`src/rtl/dma_copy_engine.sv`:
```
// Block-copy sequencer for the DMA port of the dual-port memory controller.
// Each word is one read request, then one write request, each waiting for DMAValid.
module dma_copy_engine #(
    parameter int unsigned DATA_WIDTH = 32,
    parameter int unsigned ADDR_WIDTH = 16
) (
    input  logic                  clk,
    input  logic                  rst,
    input  logic                  Start,
    input  logic                  Abort,
    input  logic [ADDR_WIDTH-1:0] SrcAddr,
    input  logic [ADDR_WIDTH-1:0] DstAddr,
    input  logic [ADDR_WIDTH-1:0] Len,
    output logic                  Busy,
    output logic                  Done,
    output logic [ADDR_WIDTH-1:0] Count,
    output logic                  DMAEn,
    output logic                  DMAWrEn,
    output logic [ADDR_WIDTH-1:0] DMAAddr,
    output logic [DATA_WIDTH-1:0] DMAData,
    input  logic [DATA_WIDTH-1:0] DMAOut,
    input  logic                  DMAValid
);

    typedef enum logic [2:0] {
        StIdle,
        StRdReq,
        StRdWait,
        StWrReq,
        StWrWait,
        StFin
    } state_e;

    state_e                state_q;
    logic [ADDR_WIDTH-1:0] src_q;
    logic [ADDR_WIDTH-1:0] dst_q;
    logic [ADDR_WIDTH-1:0] rem_q;
    logic                  abort_q;
    logic                  abort_seen;

    // An Abort arriving in the same cycle as the completion still counts.
    assign abort_seen = abort_q | (Busy & Abort);

    always_ff @(posedge clk) begin
        if (rst) begin
            state_q <= StIdle;
            src_q   <= '0;
            dst_q   <= '0;
            rem_q   <= '0;
            abort_q <= 1'b0;
            Busy    <= 1'b0;
            Done    <= 1'b0;
            Count   <= '0;
            DMAEn   <= 1'b0;
            DMAWrEn <= 1'b0;
            DMAAddr <= '0;
            DMAData <= '0;
        end else begin
            DMAEn   <= 1'b0;
            DMAWrEn <= 1'b0;
            Done    <= 1'b0;
            if (Busy && Abort) begin
                abort_q <= 1'b1;
            end
            unique case (state_q)
                StIdle: begin
                    abort_q <= 1'b0;
                    if (Start) begin
                        Count <= '0;
                        if (Len != '0) begin
                            src_q   <= SrcAddr;
                            dst_q   <= DstAddr;
                            rem_q   <= Len;
                            Busy    <= 1'b1;
                            DMAEn   <= 1'b1;
                            DMAAddr <= SrcAddr;
                            state_q <= StRdReq;
                        end else begin
                            Done    <= 1'b1;
                            state_q <= StFin;
                        end
                    end
                end
                StRdReq: begin
                    state_q <= StRdWait;
                end
                StRdWait: begin
                    if (DMAValid) begin
                        if (abort_seen) begin
                            Busy    <= 1'b0;
                            Done    <= 1'b1;
                            state_q <= StFin;
                        end else begin
                            DMAData <= DMAOut;
                            DMAEn   <= 1'b1;
                            DMAWrEn <= 1'b1;
                            DMAAddr <= dst_q;
                            state_q <= StWrReq;
                        end
                    end
                end
                StWrReq: begin
                    state_q <= StWrWait;
                end
                StWrWait: begin
                    if (DMAValid) begin
                        Count <= Count + 1'b1;
                        src_q <= src_q + 1'b1;
                        dst_q <= dst_q + 1'b1;
                        rem_q <= rem_q - 1'b1;
                        if (rem_q == ADDR_WIDTH'(1) || abort_seen) begin
                            Busy    <= 1'b0;
                            Done    <= 1'b1;
                            state_q <= StFin;
                        end else begin
                            DMAEn   <= 1'b1;
                            DMAAddr <= src_q + 1'b1;
                            state_q <= StRdReq;
                        end
                    end
                end
                StFin: begin
                    abort_q <= 1'b0;
                    state_q <= StIdle;
                end
                default: begin
                    state_q <= StIdle;
                end
            endcase
        end
    end

endmodule

```
`config.mk`:
```
export PLATFORM = sky130hd
export DESIGN_NAME = dma_copy_engine
export DESIGN_NICKNAME = d
export VERILOG_FILES = /design/src/rtl/dma_copy_engine.sv
export SDC_FILE = /design/constraint.sdc
export NUM_CORES = 1
export LEC_CHECK = 0
export CELL_PAD_IN_SITES_DETAIL_PLACEMENT = 0
export CELL_PAD_IN_SITES_GLOBAL_PLACEMENT = 1
export CORE_MARGIN = 2
export CORE_UTILIZATION = 32
export DETAILED_ROUTE_END_ITERATION = 10
export HOLD_SLACK_MARGIN = 0.08
export PLACE_DENSITY_LB_ADDON = 0.1
export SKIP_LAST_GASP = 1
export SLEW_MARGIN = 40
export SYNTH_ARGS = -nofsm -noshare
export SYNTH_HDL_FRONTEND = slang
export SYNTH_SLANG_ARGS = --single-unit
```
`constraint.sdc`:
```
create_clock -name clk -period 2 [get_ports clk]
set_input_delay 0.2 -clock clk [delete_from_list [all_inputs] [get_ports clk]]
set_output_delay 0.2 -clock clk [all_outputs]
set_load 0.02 [all_outputs]
```
; Word-level counts from Yosys, hierarchy flattened
; Index checks and enable logic that the tools add are counted.
; Widths: inputs -> output; s select.
[op_classes]
add_sub_neg = 4
n_eq_ne = 14
mux = 48
n_bitwise = 4
n_reduce_logical = 14
[op_table]
columns = op, count
row1 = $mux 16, 15
row2 = $pmux 16 s2, 4
row3 = $add 16x1->16 const B, 3
row4 = $pmux 16 s3, 1
row5 = $mux 1, 18
row6 = $mux 3, 6
row7 = $eq 16x1->1 const B, 1
row8 = $ne 2x2->1 const B, 8
row9 = $reduce_bool 16->1, 1
row10 = $sub 16x1->16 const B, 1
row11 = $pmux 3 s5, 1
row12 = $reduce_and 7->1, 2
row13 = $pmux 1 s3, 3
row14 = $reduce_and 3->1, 3
row15 = $eq 3x2->1 const B, 2
row16 = $eq 3x3->1 const B, 2
row17 = $reduce_and 4->1, 1
row18 = $eq 3x1->1 const B, 1
row19 = $logic_not 3->1, 1
row20 = $reduce_bool 3->1, 1
row21 = $reduce_or 3->1, 1
row22 = $not 1->1, 2
row23 = $reduce_bool 2->1, 1
row24 = $reduce_or 2->1, 1
row25 = other kinds (4), 4
[totals]
register_bits = 120
in_bits = 85
out_inout_bits = 68

; Longest topological paths before layout
; Gate-level depths: netlist (run 1).
[logic_depth]
depth_word = 6
ltp_mapped = 9
mapped_depth_nobuf = 7

; Worst setup path before layout (run 1)
; Ideal clock, no wire load.
[synth_timing]
path_kind = register -> register
start = register rem_q[7]
end = register rem_q[13]
arrival_time_ns = 1.832
setup_slack_ns = 0.035
stages_incl_launch_ff = 7
n_path_buf = 1
synth_period_minus_slack_ns = 1.965
path_cell_list = dfxtp_1 -> buf_6 -> or4_4 -> or4_4 -> o21a_1 -> o21ai_1 -> a21oi_1
[synth_via]
elab_chain_len = 3
[synth_rtl]
columns = element, line
row1 = from (decl), 37  ; logic [ADDR_WIDTH-1:0] rem_q;
row2 = from (signal assigned), 73  ; rem_q <= Len;
row3 = from (signal assigned), 110  ; rem_q <= rem_q - 1'b1;
row4 = $sub 16x1->16, 110
row5 = $mux 16, 106  ; if (DMAValid) begin
row6 = $pmux 16 s2, 65  ; unique case (state_q)
; No other way between the ends. The select of a mux whose other input is x is not followed.
; A chain may end at the register's enable or synchronous reset.

; Worst setup path in the final report (run 1)
[layout_timing]
start = register rem_q[0]
end = register rem_q[13]
; Same word-level chain as after synthesis.

==> impl_metrics.py, run 1 <==
metrics = {
    "status": {
        "outcome": "finished, violations left",
        "violations": "negative setup slack",
    },
    "sta": {
        "layout_min_cycle_time_ps": 2000,
        "whs_ps": 329,
        "fin_ws_ps": -1.70,
        "period_share": 1.00,
        "setup_viol": 1,
        "tightest_slew_ps": 532,
        "setup_tns_ps": -1.70,
        "slew_viol_final": 0,
        "finalClockSkew_ps": 8.15,
        "hold_viol_final": 0,
        "max_slew_margin": 0.646,
        "max_freq_ghz": 0.500,
        "rsz0062_at_grt": "true",
    },
    "layout": {
        "mostFrequentLayoutCell": "clkdlybuf4s50_1",
        "final_nets": 1168,
        "syn2layout_area_growth_pct": 55.4,
        "final_util": 0.506,
        "antenna_cells": 0,
        "layout_common_cells": "clkdlybuf4s50_1 (151), nand2_1 (141), dfxtp_1 (117), buf_4 (117), a21oi_1 (116)",
        "drive_above_1_share": 0.183,
        "fin_area_sq_um": 9850,
    },
    "global_routing": {
        "met3_usage": 0.0392,
        "grt.total_usage": 0.206,
        "antenna_found_initial": 0,
        "busiest_layer": "met2",
        "grt_pass1_wl_microns": 33500,
        "grt_max_degree": 105,
        "grt_pass1_vias": 6341,
        "grtUsageMet2": 0.322,
        "globalRouteMet1Util": 0.292,
        "gr-total-overflow": 0,
    },
    "synthesis": {
        "yosysWarnings": 0,
        "synth_seq_cells": 120,
        "netlist_area_sq_um": 6330,
        "synth_ff_type": "dfxtp_1",
        "synth-async-reset-ratio": 0,
        "yosysSeqAreaShare": 0.379,
        "syn-num-nets": 931,
        "synth_edf_count": 0,
        "syn_area_per_cell_sq_um": 7.53,
        "ys_types": 67,
        "synth_cells": 841,
    },
    "drt": {
        "first_iter_violations": 442,
        "wl_per_cell_microns": 16.4,
        "via_per_inst": 5.19,
        "drc": 0,
        "via_count": 7033,
        "finalWirelength_microns": 22200,
        "ant_nets": 0,
        "dr.pass1.iters": 5,
    },
    "place": {
        "dpl_cell_area_sq_um": 8970,
        "place.gp.congestion": 0.831,
        "hpwlAfterDp_microns": 15400,
        "port_buffers": 152,
    },
    "floorplan": {
        "die-height_microns": 145,
        "rows": 51,
        "die_area_sq_um": 20900,
        "start_util": 0.325,
        "ioPinCount": 153,
        "core_sq_um": 19500,
        "die_w_microns": 145,
    },
    "critical_path": {
        "critPathRequiredTime_ps": 2270,
        "worstPathCellList": "buf_6 > or4_4 > or4_4 > o21a_1 > o21ai_1 > a21oi_1",
        "max_stage_delay_ps": 550,
        "slowest_stage": "or4_4",
        "path_delay_family": "simple AND/OR/NAND/NOR gates",
        "start_kind": "flip-flop",
        "crit_fanout": 3,
        "cpMostUsedCell": "or4_4",
        "end_kind": "flip-flop",
        "cp.arrival_ps": 2270,
        "critPathKind": "flip-flop to flip-flop",
        "path_buf_inv": 1,
    },
    "min_path": {
        "hold_path_class": "input pin to flip-flop",
    },
    "power_and_ir_drop": {
        "p_per_area_nw_per_um2": 778,
        "vdd_ir_drop_max_v": 0.000596,
        "leakagePower_nw": 3.60,
    },
    "clocking": {
        "cts_tree": "built",
        "htreeDepth": 4,
        "insertion_delay_ps": 410,
        "cts-root-buf": "clkbuf_16",
        "cts.hold.buffers_added": 0,
        "cts_sinks": 120,
        "clk_pin_slew_ps": 60,
        "cts_made_buffers": 17,
        "cts_buffer_depth": 2,
    },
    "run": {
        "cap_violations": 0,
    },
}
## Yosys cell counts (4+ instances only)
library cell / n / area (sq um)
xnor2_1: 13 / 114
o21a_1: 7 / 52.6
nor3_1: 33 / 165
clkbuf_1: 48 / 180
o32ai_1: 12 / 105
a211oi_1: 11 / 82.6
and2_1: 8 / 50.1
a22oi_1: 5 / 37.5
nand4_1: 11 / 68.8
a311oi_1: 10 / 87.6
buf_2: 12 / 60.1
or4_1: 4 / 30.0
nand3_1: 30 / 150
and4_1: 7 / 61.3
nand2_1: 141 / 529
xor2_1: 6 / 52.6
ha_1: 5 / 62.6
a31oi_1: 10 / 62.6
a22o_1: 6 / 52.6
buf_1: 4 / 15.0
nor2b_1: 5 / 31.3
nor4_1: 16 / 100
a21oi_1: 116 / 581
o21ai_0: 45 / 225
a21o_1: 10 / 75.1
o31ai_1: 5 / 37.5
dfxtp_1: 120 / 2400
or3_1: 8 / 50.1
a221oi_1: 6 / 52.6
o21ai_1: 5 / 25.0
inv_1: 9 / 33.8
nor2_1: 56 / 210
and3_1: 7 / 43.8
nor3b_1: 7 / 52.6
## power by group
group / total [mW] / internal, mW / switching [mW]
clock network: 3.10 / 1.91 / 1.19
logic: 1.83 / 0.921 / 0.914
registers: 2.72 / 2.57 / 0.158
## routing by layer
layer / vias up / share of wire / wire length (microns)
met4: 0 / 0.0082 / 182
met1: 3320 / 0.48 / 10600
met3: 11 / 0.049 / 1080
met5: - / 0 / 0
li1: 3532 / - / -
met2: 170 / 0.47 / 10300
## path summary, 6_finish.rpt
kind / startpoint / to / slack [ps] / cells past startpoint
hold / removal: DMAOut[10] / DMAData[10]$_SDFFE_PP0N_ / 330 / 3
hold reg to reg: DMAData[16]$_SDFFE_PP0N_ / DMAData[16]$_SDFFE_PP0N_ / 450 / 2
setup reg to reg: rem_q[0]$_SDFFE_PP0P_ / rem_q[13]$_SDFFE_PP0P_ / -2 / 6
setup / recovery: rem_q[0]$_SDFFE_PP0P_ / rem_q[13]$_SDFFE_PP0P_ / -2 / 6
## worst reg2reg max path: stages (launching register included)
cell and delay, ps:
dfxtp_2 330, buf_6 110, or4_4 550, or4_4 510, o21a_1 180, o21ai_1 110, a21oi_1 70
## flip-flops by register name (all words and copies together), names as in the netlist, 3 cells and up
signal	flops
Count	16
src_q	16
rem_q	16
dst_q	16
DMAData	32
state_q	3
DMAAddr	16
## repair_timing
action	4_1_cts	5_1_grt
buffers inserted	0	7
pin swaps	0	7
setup endpoints to repair	17	61
cloned	0	3
gates resized for setup	9	30
## cell families after synthesis
family          share of synthesized area
buf+inv                            0.0504
simple gates                        0.274
xor+xnor                           0.0263
mux                               0.00514
flops                               0.379
compound gates                      0.255
fa+ha+maj                         0.00988
## final cells by class
type / instances / area, sq um
clock buffer: 19 / 453
clock inverter: 13 / 145
fill: 1928 / 9620
inverter: 10 / 37.5
multi-input combinational: 644 / 3760
sequential: 120 / 2410
tap: 265 / 332
timing repair buffer: 285 / 2710
## metrics by stage
| stage | cells | power, mW | setup WS, ps |
|---|---|---|---|
| after floorplan | 841 | 3.60 | 35.4 |
| after global placement | 1314 | 4.50 | -346 |
| after detailed placement | 1314 | 4.50 | -390 |
| after CTS | 1346 | 7.64 | -25.8 |
| after global routing | 1356 | 8.02 | -89.5 |
| final | 1356 | 7.66 | -1.70 |
Note: power is estimated with default switching activity, not from simulation.
==> run 2: changes to the inputs <==
--- a/config.mk
+++ b/config.mk
@@ -12,6 +12,7 @@
 export DETAILED_ROUTE_END_ITERATION = 10
 export HOLD_SLACK_MARGIN = 0.08
 export PLACE_DENSITY_LB_ADDON = 0.1
+export RECOVER_POWER = 25
 export SKIP_LAST_GASP = 1
 export SLEW_MARGIN = 40
 export SYNTH_ARGS = -nofsm -noshare
==> run 2 against run 1 <==
  * The flow now finishes without violations
  * Power decreased by 0.42%
  * Worst setup slack better by 4.4 ps
  * Routed wire length is essentially flat
  * Worst hold slack about the same
  * Critical path depth did not move
  * Non-clock buffer count stayed put
  * Critical path type unchanged
==> impl_metrics.py, run 2 (synthesis gave the netlist of run 1 again) <==
metrics = {
    "clocking": {
        "clk_pin_slew_ps": 60,
        "cts-root-buf": "clkbuf_16",
        "cts_sinks": 120,
        "cts_made_buffers": 17,
        "htreeDepth": 4,
        "cts_tree": "built",
        "cts_buffer_depth": 2,
        "cts.hold.buffers_added": 0,
        "insertion_delay_ps": 410,
    },
    "floorplan": {
        "core_sq_um": 19500,
        "die_area_sq_um": 20900,
        "ioPinCount": 153,
        "die_w_microns": 145,
        "start_util": 0.325,
        "die-height_microns": 145,
        "rows": 51,
    },
    "sta": {
        "slew_viol_final": 0,
        "finalClockSkew_ps": 8.60,
        "period_share": 0.999,
        "setup_viol": 0,
        "setup_tns_ps": 0,
        "layout_min_cycle_time_ps": 2000,
        "tightest_slew_ps": 538,
        "max_freq_ghz": 0.501,
        "rsz0062_at_grt": "true",
        "fin_ws_ps": 2.66,
        "hold_viol_final": 0,
        "max_slew_margin": 0.641,
    },
    "critical_path": {
        "critPathRequiredTime_ps": 2270,
        "slowest_stage": "or4_4",
        "worstPathCellList": "buf_6 > or4_4 > or4_4 > o21a_1 > o21ai_1 > a21oi_1",
        "crit_fanout": 3,
        "max_stage_delay_ps": 540,
        "cpMostUsedCell": "or4_4",
        "start_kind": "flip-flop",
        "end_kind": "flip-flop",
        "cp.arrival_ps": 2270,
        "critPathKind": "flip-flop to flip-flop",
    },
    "global_routing": {
        "globalRouteMet1Util": 0.292,
        "grt_max_degree": 105,
        "grtUsageMet2": 0.322,
        "grt_pass1_vias": 6341,
        "antenna_found_initial": 0,
        "gr-total-overflow": 0,
        "grt_pass1_wl_microns": 33500,
        "grt.total_usage": 0.206,
        "busiest_layer": "met2",
        "met3_usage": 0.0392,
    },
    "power_and_ir_drop": {
        "internal_power_mw": 5.37,
        "swShare": 0.296,
        "p_clk_frac": 0.407,
        "power_mw": 7.63,
        "leakagePower_nw": 3.70,
        "power.switching_mw": 2.26,
        "vdd_ir_drop_max_v": 0.000595,
        "power_frac_comb": 0.236,
        "p_per_area_nw_per_um2": 777,
        "seq_power_share": 0.357,
    },
    "layout": {
        "antenna_cells": 0,
        "largest-register": "DMAData",
        "layout_common_cells": "nand2_1 (141), dfxtp_1 (118), a21oi_1 (116), clkdlybuf4s50_1 (114), buf_4 (114)",
        "multi_input_area_sq_um": 3760,
        "final_nets": 1168,
        "drive_above_1_share": 0.180,
        "mostFrequentLayoutCell": "nand2_1",
        "largest_reg_flops": 32,
        "final_util": 0.504,
        "syn2layout_area_growth_pct": 55.0,
        "nFillCells": 1933,
        "regArea_sq_um": 2410,
    },
    "place": {
        "port_buffers": 152,
        "hpwlAfterDp_microns": 15400,
        "pre_cts_ws_ps": -390,
        "place.gp.congestion": 0.831,
    },
    "drt": {
        "wl_per_cell_microns": 16.4,
        "drc": 0,
        "dr.pass1.iters": 5,
        "finalWirelength_microns": 22200,
        "via_per_inst": 5.20,
        "via_count": 7048,
        "ant_nets": 0,
        "first_iter_violations": 411,
    },
    "min_path": {
        "hold_path_class": "input pin to flip-flop",
    },
    "run": {
        "cap_violations": 0,
    },
    "status": {
        "outcome": "completed",
    },
}
==> run 2: stage by stage <==
step	hold slack [ps]	std cells	cell area, sq um
after floorplan	336	841	6330
after global placement	442	1314	8970
after detailed placement	446	1314	8970
after CTS	309	1346	9600
after global routing	324	1356	9820
final	330	1356	9820
==> run 2: repair_timing <==
action                                  4_1_cts  5_1_grt
endpoints found under the setup margin       17       61
resized for setup                             9       30
pin swaps                                     0        7
gates cloned                                  0        3
setup buffers                                 0        7
==> run 2: worst paths after layout <==
kind	from	to	slack, ps	cells past startpoint
worst max register to register	rem_q[0]$_SDFFE_PP0P_	rem_q[13]$_SDFFE_PP0P_	3	6
worst max-delay path	rem_q[0]$_SDFFE_PP0P_	rem_q[13]$_SDFFE_PP0P_	3	6
worst min register to register	DMAData[16]$_SDFFE_PP0N_	DMAData[16]$_SDFFE_PP0N_	450	2
worst min-delay path	DMAOut[13]	DMAData[13]$_SDFFE_PP0N_	330	3
==> run 2: layout make-up <==
class,count,area share
multi-input combinational,644,0.383
timing repair buffer,285,0.274
sequential,120,0.245
clock buffer,19,0.0461
tap,265,0.0338
clock inverter,13,0.0148
inverter,10,0.00382
==> run 2: power groups by stage <==
stage	logic (mW)	registers, mW	clock network (mW)
CTS	1.75	2.72	3.17
global route	1.97	2.75	3.27
detailed placement	1.73	2.77	0
floorplan	0.786	2.82	0
global placement	1.73	2.77	0
finish	1.80	2.72	3.10
==> run 2: metal layers <==
| layer | wire, microns | share of wire | vias up |
|---|---|---|---|
| met5 | 0 | 0 | - |
| met3 | 960 | 0.043 | 11 |
| met2 | 10400 | 0.47 | 177 |
| li1 | - | - | 3533 |
| met4 | 178 | 0.0080 | 0 |
| met1 | 10700 | 0.48 | 3327 |
==> run 2: worst max-delay path: cells and delay by family (launching register included) <==
kind | cells | cell delay (ps)
simple gates | 2 | 1050
compound gates | 3 | 360
flops | 1 | 330
buf+inv | 1 | 110
==> run 3: changes to the inputs <==
--- a/config.mk
+++ b/config.mk
@@ -10,7 +10,7 @@
 export CORE_MARGIN = 2
 export CORE_UTILIZATION = 32
 export DETAILED_ROUTE_END_ITERATION = 10
-export HOLD_SLACK_MARGIN = 0.08
+export HOLD_SLACK_MARGIN = 0.1
 export PLACE_DENSITY_LB_ADDON = 0.1
 export RECOVER_POWER = 25
 export SKIP_LAST_GASP = 1
@@ -18,3 +18,4 @@
 export SYNTH_ARGS = -nofsm -noshare
 export SYNTH_HDL_FRONTEND = slang
 export SYNTH_SLANG_ARGS = --single-unit
+export TNS_END_PERCENT = 5
==> run 3 against run 2 <==
  * The flow now finishes with violations (negative setup slack)
  * Global-route usage hardly changed
  * Non-clock buffer count is 7 lower
  * Die area unchanged
  * Utilization shrank 0.78 points
  * Worst hold slack lost 0.70 ps
  * Clock-buffer cell count did not move
  * Clock power hardly changed
  * Worst setup slack worse by 27 ps
  * Power decreased by 0.66%
  * Sequential power barely moved
  * Critical endpoint unchanged
  * Largest cell class unchanged
  * Largest power group unchanged
==> impl_metrics.py, run 3 (synthesis gave the netlist of run 1 again) <==
metrics = {
    "status": {
        "outcome": "finished, violations left",
        "violations": "negative setup slack",
    },
    "critical_path": {
        "crit_fanout": 3,
        "regToRegSetupSlack_ps": -20,
        "worstReg2RegStart": "rem_q[0]$_SDFFE_PP0P_",
        "worstPathCellList": "buf_4 > or4_4 > or4_4 > o21a_1 > o21ai_1 > a21oi_1",
        "max_stage_delay_ps": 550,
        "cp.depth": 6,
        "r2r_end": "rem_q[13]$_SDFFE_PP0P_",
        "path_buf_inv": 1,
        "critPathRequiredTime_ps": 2270,
        "start_kind": "flip-flop",
        "critPathKind": "flip-flop to flip-flop",
        "cpMostUsedCell": "or4_4",
        "end_kind": "flip-flop",
        "cp.arrival_ps": 2300,
        "reg2reg_depth": 6,
        "path_delay_family": "simple AND/OR/NAND/NOR gates",
        "slowest_stage": "or4_4",
    },
    "place": {
        "pre_cts_ws_ps": -390,
        "place.gp.congestion": 0.831,
        "hpwlAfterDp_microns": 15400,
        "port_buffers": 152,
        "numPlacedInstances": 1314,
    },
    "clocking": {
        "insertion_delay_ps": 420,
        "cts_made_buffers": 17,
        "cts-root-buf": "clkbuf_16",
        "clk_pin_slew_ps": 60,
        "cts_tree": "built",
        "cts_sinks": 120,
        "cts_buffer_depth": 2,
        "htreeDepth": 4,
        "cts.hold.buffers_added": 0,
    },
    "sta": {
        "finalClockSkew_ps": 9.61,
        "tightest_slew_ps": 524,
        "hold_viol_final": 0,
        "layout_min_cycle_time_ps": 2020,
        "rsz0062_at_grt": "true",
        "period_share": 1.01,
        "max_slew_margin": 0.650,
        "max_freq_ghz": 0.494,
        "slew_viol_final": 0,
        "setup_viol": 1,
        "fin_ws_ps": -24.6,
    },
    "drt": {
        "via_count": 7020,
        "wl_per_cell_microns": 16.1,
        "dr.pass1.iters": 4,
        "via_per_inst": 5.20,
        "finalWirelength_microns": 21700,
        "drc": 0,
        "first_iter_violations": 419,
        "ant_nets": 0,
    },
    "layout": {
        "layout_common_cells": "nand2_1 (141), clkdlybuf4s50_1 (120), dfxtp_1 (119), a21oi_1 (116), buf_4 (113)",
        "largest_reg_flops": 32,
        "final_nets": 1161,
        "largest-register": "DMAData",
        "finalNonFillerCells": 1349,
        "mostFrequentLayoutCell": "nand2_1",
        "nFillCells": 1945,
        "antenna_cells": 0,
        "syn2layout_area_growth_pct": 52.6,
        "drive_above_1_share": 0.168,
    },
    "floorplan": {
        "die_area_sq_um": 20900,
        "rows": 51,
        "ioPinCount": 153,
        "die_w_microns": 145,
        "die-height_microns": 145,
        "start_util": 0.325,
        "core_sq_um": 19500,
    },
    "global_routing": {
        "globalRouteMet1Util": 0.291,
        "grt_pass1_wl_microns": 33500,
        "grt_max_degree": 105,
        "met3_usage": 0.0392,
        "grt_pass1_vias": 6344,
        "gr-total-overflow": 0,
        "grt.total_usage": 0.206,
        "antenna_found_initial": 0,
        "grtUsageMet2": 0.322,
        "busiest_layer": "met2",
    },
    "power_and_ir_drop": {
        "vdd_ir_drop_max_v": 0.000607,
        "p_per_area_nw_per_um2": 784,
        "leakagePower_nw": 3.63,
    },
    "min_path": {
        "hold_depth": 3,
        "hold_path_class": "input pin to flip-flop",
        "whs_endpoint": "DMAData[10]$_SDFFE_PP0N_",
        "worstHoldStart": "DMAOut[10]",
    },
    "run": {
        "cap_violations": 0,
    },
}
-- run 3: cell type report --
cell class,count,area [sq um],area share
inverters,10,37.5,0.00388
multi-input cells,644,3690,0.382
flip-flops and latches,120,2400,0.249
well taps,265,332,0.0343
clock inverters,13,145,0.0150
repair buffers,278,2610,0.270
clock buffers,19,453,0.0469
-- run 3: metrics by stage --
| step | power [mW] | area [sq um] | TNS, ps | util | hold slack (ps) |
|---|---|---|---|---|---|
| floorplan | 3.60 | 6330 | 0 | - | 336 |
| global placement | 4.50 | 8970 | -17020 | 0.461 | 442 |
| detailed placement | 4.50 | 8970 | -17470 | 0.461 | 446 |
| CTS | 7.63 | 9580 | -258 | 0.492 | 309 |
| global route | 7.93 | 9670 | -957 | 0.497 | 324 |
| finish | 7.58 | 9670 | -24.6 | 0.497 | 329 |
-- run 3: power by group --
part | switching (mW) | internal, mW
Sequential | 0.153 | 2.57
Clock | 1.19 | 1.91
Combinational | 0.891 | 0.866
Total | 2.24 | 5.34
-- run 3: worst register-to-register path, stage by stage, from the launching register on --
cell	delay, ps
dfxtp_1	320
buf_4	140
or4_4	550
or4_4	510
o21a_1	180
o21ai_1	110
a21oi_1	70
-- run 3: routing by layer --
metal	vias to the layer above	wire length, microns
li1	3525	-
met1	3294	10500
met2	186	10100
met3	15	961
met4	0	208
met5	-	0
-- run 3: worst max path at each step --
stage / startpoint / end / slack [ps]
after floorplan: rem_q[7]$_SDFFE_PP0P_ / rem_q[13]$_SDFFE_PP0P_ / 40
after global placement: Len[1] / DMAAddr[14]$_SDFFE_PP0P_ / -350
after detailed placement: Len[1] / DMAAddr[1]$_SDFFE_PP0P_ / -390
after CTS: rem_q[0]$_SDFFE_PP0P_ / rem_q[13]$_SDFFE_PP0P_ / -80
after global routing: rem_q[0]$_SDFFE_PP0P_ / rem_q[13]$_SDFFE_PP0P_ / -110
final: rem_q[0]$_SDFFE_PP0P_ / rem_q[13]$_SDFFE_PP0P_ / -20
-- run 3: what timing repair did --
item / 4_1_cts / 5_1_grt
pin swaps: 0 / 2
gates resized for setup: 3 / 14
endpoints found under the setup margin: 17 / 68
buffers inserted: 0 / 2
cloned: 0 / 1
